--- src/rtl/queue_ctrl.sv ---
// Sequencing FSM for the RAM-backed queue: arbitrates one producer and one consumer
// and drives the datapath strobes. All outputs come straight from flops.
module queue_ctrl #(
  parameter bit FAIR_ARB = 1'b1
) (
  input  logic i_clk,
  input  logic i_rst,
  input  logic i_push_req,
  input  logic i_pop_req,
  input  logic i_overflow,
  input  logic i_underflow,
  output logic o_push_ack,
  output logic o_pop_valid,
  output logic o_push_err,
  output logic o_pop_err,
  output logic o_busy,
  output logic o_add,
  output logic o_remove,
  output logic o_update,
  output logic o_op_select,
  output logic o_we,
  output logic o_re
);

  typedef enum logic [1:0] {
    S_IDLE,
    S_WRITE,
    S_READ,
    S_RDATA
  } state_t;

  localparam logic GRANT_PUSH = 1'b0;
  localparam logic GRANT_POP  = 1'b1;

  state_t r_state;
  logic   r_last_grant;
  logic   r_push_ack;
  logic   r_pop_valid;
  logic   r_push_err;
  logic   r_pop_err;
  logic   r_busy;
  logic   r_add;
  logic   r_remove;
  logic   r_update;
  logic   r_op_select;
  logic   r_we;
  logic   r_re;

  logic w_pe;
  logic w_qe;
  logic w_grant_push;
  logic w_grant_pop;

  assign w_pe = i_push_req & ~i_overflow;
  assign w_qe = i_pop_req & ~i_underflow;

  // On a tie, the fair mode hands the grant to whichever side did not win last time.
  assign w_grant_push = w_pe & (~w_qe | (FAIR_ARB == 1'b0) | (r_last_grant == GRANT_POP));
  assign w_grant_pop  = w_qe & ~w_grant_push;

  // Outputs are loaded together with the next state so they line up with it exactly.
  always_ff @(posedge i_clk) begin
    if (i_rst) begin
      r_state      <= S_IDLE;
      r_last_grant <= GRANT_POP;
      r_push_ack   <= 1'b0;
      r_pop_valid  <= 1'b0;
      r_push_err   <= 1'b0;
      r_pop_err    <= 1'b0;
      r_busy       <= 1'b0;
      r_add        <= 1'b0;
      r_remove     <= 1'b0;
      r_update     <= 1'b0;
      r_op_select  <= 1'b0;
      r_we         <= 1'b0;
      r_re         <= 1'b0;
    end else begin
      r_push_ack  <= 1'b0;
      r_pop_valid <= 1'b0;
      r_push_err  <= 1'b0;
      r_pop_err   <= 1'b0;
      r_busy      <= 1'b0;
      r_add       <= 1'b0;
      r_remove    <= 1'b0;
      r_update    <= 1'b0;
      r_op_select <= 1'b0;
      r_we        <= 1'b0;
      r_re        <= 1'b0;
      case (r_state)
        S_IDLE: begin
          r_push_err <= i_push_req & i_overflow;
          r_pop_err  <= i_pop_req & i_underflow;
          if (w_grant_push) begin
            r_state      <= S_WRITE;
            r_last_grant <= GRANT_PUSH;
            r_busy       <= 1'b1;
            r_push_ack   <= 1'b1;
            r_we         <= 1'b1;
            r_add        <= 1'b1;
            r_update     <= 1'b1;
          end else if (w_grant_pop) begin
            r_state      <= S_READ;
            r_last_grant <= GRANT_POP;
            r_busy       <= 1'b1;
            r_re         <= 1'b1;
            r_remove     <= 1'b1;
            r_update     <= 1'b1;
            r_op_select  <= 1'b1;
          end
        end
        S_WRITE: begin
          r_state <= S_IDLE;
        end
        S_READ: begin
          // The RAM word appears one cycle after re, so validity is flagged in RDATA.
          r_state     <= S_RDATA;
          r_busy      <= 1'b1;
          r_pop_valid <= 1'b1;
        end
        S_RDATA: begin
          r_state <= S_IDLE;
        end
        default: begin
          r_state <= S_IDLE;
        end
      endcase
    end
  end

  assign o_push_ack  = r_push_ack;
  assign o_pop_valid = r_pop_valid;
  assign o_push_err  = r_push_err;
  assign o_pop_err   = r_pop_err;
  assign o_busy      = r_busy;
  assign o_add       = r_add;
  assign o_remove    = r_remove;
  assign o_update    = r_update;
  assign o_op_select = r_op_select;
  assign o_we        = r_we;
  assign o_re        = r_re;

endmodule

--- config.mk ---
export PLATFORM = sky130hd
export DESIGN_NAME = queue_ctrl
export DESIGN_NICKNAME = d
export VERILOG_FILES = /design/src/rtl/queue_ctrl.sv
export SDC_FILE = /design/constraint.sdc
export NUM_CORES = 1
export LEC_CHECK = 0
export CAP_MARGIN = 5
export CELL_PAD_IN_SITES_DETAIL_PLACEMENT = 2
export CELL_PAD_IN_SITES_GLOBAL_PLACEMENT = 2
export CORE_MARGIN = 5
export CORE_UTILIZATION = 19
export DETAILED_ROUTE_END_ITERATION = 8
export PLACE_DENSITY_LB_ADDON = 0.1
export SLEW_MARGIN = 20
export SYNTH_ARGS = -nofsm -noshare
export SYNTH_HDL_FRONTEND = slang
export SYNTH_SLANG_ARGS = --single-unit
--- constraint.sdc ---
create_clock -name i_clk -period 1 [get_ports i_clk]
set_input_delay 0.15 -clock i_clk [delete_from_list [all_inputs] [get_ports i_clk]]
set_output_delay 0.15 -clock i_clk [all_outputs]
set_load 0.005 [all_outputs]
# ---- Yosys cells after proc, flatten, opt, wreduce, memory -nomap -nowiden
# Index checks and enable logic that the tools add are counted.
dict set report word_totals {
  ff_bits 10
  input_bits 6
  word_cells 41
}
dict set report op_classes {
  n_eq_ne 4
  n_mux 10
  bitwise_logic 12
  reduce_logical 6
}
# operator n
set op_table {}
lappend op_table {{bitwise AND 1 bit} 6}
lappend op_table {{two-way mux 1 bit} 6}
lappend op_table {{one-hot mux 2 bit (3 select lines)} 1}
lappend op_table {{NOT 1 bit} 5}
lappend op_table {{== test 2 bit (second input constant)} 2}
lappend op_table {{two-way mux 2 bit} 2}
lappend op_table {{OR reduction 2 bit} 2}
lappend op_table {{inequality test 3 bit (second input constant)} 1}
lappend op_table {{OR reduction 3 bit} 1}
lappend op_table {{== test 2 x 1 -> 1 bit (second input constant)} 1}
lappend op_table {{zero test 2 bit} 1}
lappend op_table {{one-hot mux 1 bit (2 select lines)} 1}
lappend op_table {{AND reduction 2 bit} 1}
lappend op_table {{nonzero test 2 bit} 1}
lappend op_table {{OR 1 bit} 1}

# ---- Logic depth before layout (Yosys ltp)
dict set report depth {
  depth_word 10
  depth_mapped 2
  mapped_depth_nobuf 2
}

# ---- Least setup slack after synthesis
# Ideal clock, no wire load.
dict set report synth_timing {
  path_kind {register -> register}
  startpoint {register r_state[0]}
  endpoint {register r_last_grant}
  setup_ps 79
  arrival_time_ps 979
  t_required_ps 921
  slack_ps -58
  stages_incl_launch_ff 3
  n_path_buf 0
  synth_period_minus_slack_ps 1058
  cell_sequence {dfxtp_1 > or4b_1 > a22oi_1}
}
dict set report synth_via {
  elab_chain_len 2
}
# item line
set synth_lines {}
lappend synth_lines {{from (decl)} 35} ;# state_t r_state;
lappend synth_lines {{from (signal assigned)} 64} ;# r_state <= S_IDLE;
lappend synth_lines {{from (signal assigned)} 94} ;# r_state <= S_WRITE;
lappend synth_lines {{from (signal assigned)} 102} ;# r_state <= S_READ;
lappend synth_lines {{zero test 2 bit} 89} ;# case (r_state)
lappend synth_lines {{AND reduction 2 bit (no line)} -}
lappend synth_lines {{to (signal assigned)} 65} ;# r_last_grant <= GRANT_POP;
lappend synth_lines {{to (signal assigned)} 95} ;# r_last_grant <= GRANT_PUSH;
lappend synth_lines {{to (signal assigned)} 103} ;# r_last_grant <= GRANT_POP;
lappend synth_lines {{to (decl)} 36} ;# logic r_last_grant;
# No other way between the ends.
# A chain may end at the register's enable or synchronous reset.

# ---- Worst setup path in the final report
dict set report layout_timing {
  startpoint {register r_state[1]}
  endpoint {register r_last_grant}
}
# The elaborated chain is that of the path after synthesis.

==> out/results.ini <==
[timing]
finalSetupViolations = 5
min_period_ns = 1.08
slew_viol_final = 0
relSlewSlack_pct = 80.7
fmax_mhz = 926
finalCritPeriodShare_pct = 108
rsz0062_at_grt = true
fin_ws_ns = -0.0796
skew_ns = 0.00143
tns_ns = -0.199
finalHoldViolCount = 0
max_slew.worst_pin.slew_ns = 0.288

[setup_path]
critical_path_class = reg2reg
cp-start-kind = flop
worstPathRequired_ns = 1.19
cp-end-kind = flop
crit_fanout = 4
path_buf_inv = 0
cpLargestDelayFamily = simple AND/OR/NAND/NOR gates
cpPeakStageDelay_ns = 0.49
cp.arrival_ns = 1.27
cp_cell_sequence = or4b_1 > a22oi_1
cpMaxStageDelayCell = or4b_1

[routing]
detail_route.iter0.violations = 1
vias_per_cell = 4.19
drc_errors = 0
drtAntennaViolNets = 0
drt-pass1-iter-count = 4
vias = 360
drt_wl_total_mm = 1.12
wl_per_cell_um = 13.0

[floorplanning]
core_sq_um = 1920
die_w_um = 54.4
die_h_um = 54.4
io_pins = 17
die-area_sq_um = 2960
num_rows = 16
initial_core_util_pct = 19.5

[clocking]
cts.sinks = 10
clk_latency_ns = 0.26
cts-root-buf = clkbuf_4
clkSlewWorstSetupHoldPaths_ns = 0.07
numCtsBuffers = 3
htree_num_levels = 1
cts_tree = built
cts_buffer_depth = 2

[yosys]
synth_cell_types = 17
syn_area_sq_um = 374
synth_top_cell_by_area = dfxtp_1
synth_top_area_share_pct = 53.5
syn_area_per_cell_sq_um = 10.7
ys_ff_latch = 10
yosys_warnings = 0
synth_area_leaders = dfxtp_1 (54%), buf_4 (8.0%), or4b_1 (5.4%), nor3_1 (4.0%), nor3b_1 (4.0%)
ys_seq_area_share_pct = 53.5
synth_fp_nets = 41
synth_cells = 35

[place]
place.gp.congestion = 0.695
place_ws_ns = -0.447
port_buffers = 16
hpwl_um = 924

[power]
ir_drop_uv = 642
power-per-cell-area_nw_per_um2 = 1490
p_leak_nw = 0.277

[run]
max_cap_violations = 0

[grt]
grt_first_pass_wirelength_mm = 1.93
grt_pass1_vias = 412
grt.overflow.total = 0
grt_max_degree = 7
antenna_found_initial = 0
grt_use_total_pct = 9.55

[outcome]
status = finished with violations
violations = setup timing

[final_layout]
drive_above_1_share_pct = 47.5
antennaDiodeCount = 0
final_util_pct = 33.3
nets = 66
area_growth_pct = 71.2

[worst_hold_path]
hold_class = in2reg

## Yosys cell counts
cell and number:
a21oi_1 1, nor2_1 1, nand2b_1 2, dfxtp_1 10, or3_1 1, nor3_1 3
o21bai_1 1, and3_1 2, or4b_1 2, nor4b_1 1, a311oi_1 1, buf_4 4
a22oi_1 1, and3b_1 1, a2111oi_0 1, nor3b_1 2, inv_1 1
## registers in the layout, summed over array words and instances, names as in the netlist
name,count
r_last_grant,1
o_pop_valid,1
o_push_err,1
o_update,1
o_re,1
o_we,1
o_pop_err,1
r_state,2
o_busy,1
## cell type report
| class | instances | area [sq um] |
|---|---|---|
| clock buffers | 4 | 36.3 |
| fillers | 219 | 1280 |
| inverters | 1 | 3.75 |
| multi-input cells | 20 | 173 |
| flip-flops and latches | 10 | 209 |
| well taps | 27 | 33.8 |
| repair buffers | 24 | 185 |
## worst register-to-register path, delay by kind of cell, from the launching register on
family | cells | cell delay, ns
simple gates | 1 | 0.49
compound gates | 1 | 0.18
flops | 1 | 0.34
## stage by stage
| stage | instances | hold WS [ns] | power [mW] | area (sq um) |
|---|---|---|---|---|
| 4_1_cts | 86 | 0.304 | 0.962 | 646 |
| 2_1_floorplan | 35 | 0.228 | 0.500 | 377 |
| 5_1_grt | 86 | 0.310 | 1.03 | 641 |
| 3_5_place_dp | 81 | 0.480 | 0.605 | 593 |
| 3_3_place_gp | 81 | 0.474 | 0.599 | 593 |
| 6_report | 86 | 0.304 | 0.952 | 641 |
## cells in the final DEF, fill, tap and decap left out, drive strengths merged, types with 2 or more instances in the layout
master,count
and3,2
buf,8
clkbuf,10
clkdlybuf4s15,4
clkdlybuf4s50,2
dfxtp,10
dlygate4sd2,4
nand2b,2
nor3,3
nor3b,2
or4b,2
## cell families after synthesis
| logic type | Yosys count | share of synthesized area [%] |
|---|---|---|
| AO/OA/AOI/OAI | 5 | 10.0 |
| buffers and inverters | 5 | 9.03 |
| flip-flops | 10 | 53.5 |
| AND/OR/NAND/NOR | 15 | 27.4 |
## final timing paths
path / start / end / slack [ns] / depth (start not counted)
worst min-delay path: i_rst / r_state[0]$_SDFFE_PP0P_ / 0.30 / 2
worst min register to register: r_state[0]$_SDFFE_PP0P_ / r_state[0]$_SDFFE_PP0P_ / 0.56 / 2
worst max-delay path: r_state[1]$_SDFFE_PP0P_ / r_last_grant$_SDFFE_PP1P_ / -0.08 / 2
worst max register to register: r_state[1]$_SDFFE_PP0P_ / r_last_grant$_SDFFE_PP1P_ / -0.08 / 2
## power by group
group	switching, mW	total (mW)	internal, mW
sequential	0.0160	0.441	0.425
clock	0.136	0.356	0.221
combinational	0.0662	0.154	0.0878
total	0.218	0.952	0.734
## what timing repair did
item                       CTS  global route
resized for setup           25            16
pin swaps                    5             4
setup endpoints to repair   18            18
hold buffers                 0             0
buffers inserted             1             0
## routing by layer
layer / part of all wire [%] / track usage (%)
met1: 40 / 9.97
met2: 51 / 16.7
met3: 8.6 / 3.27
met4: 0 / 4.98
met5: 0 / 0
Power figures use the tool's default switching activity.
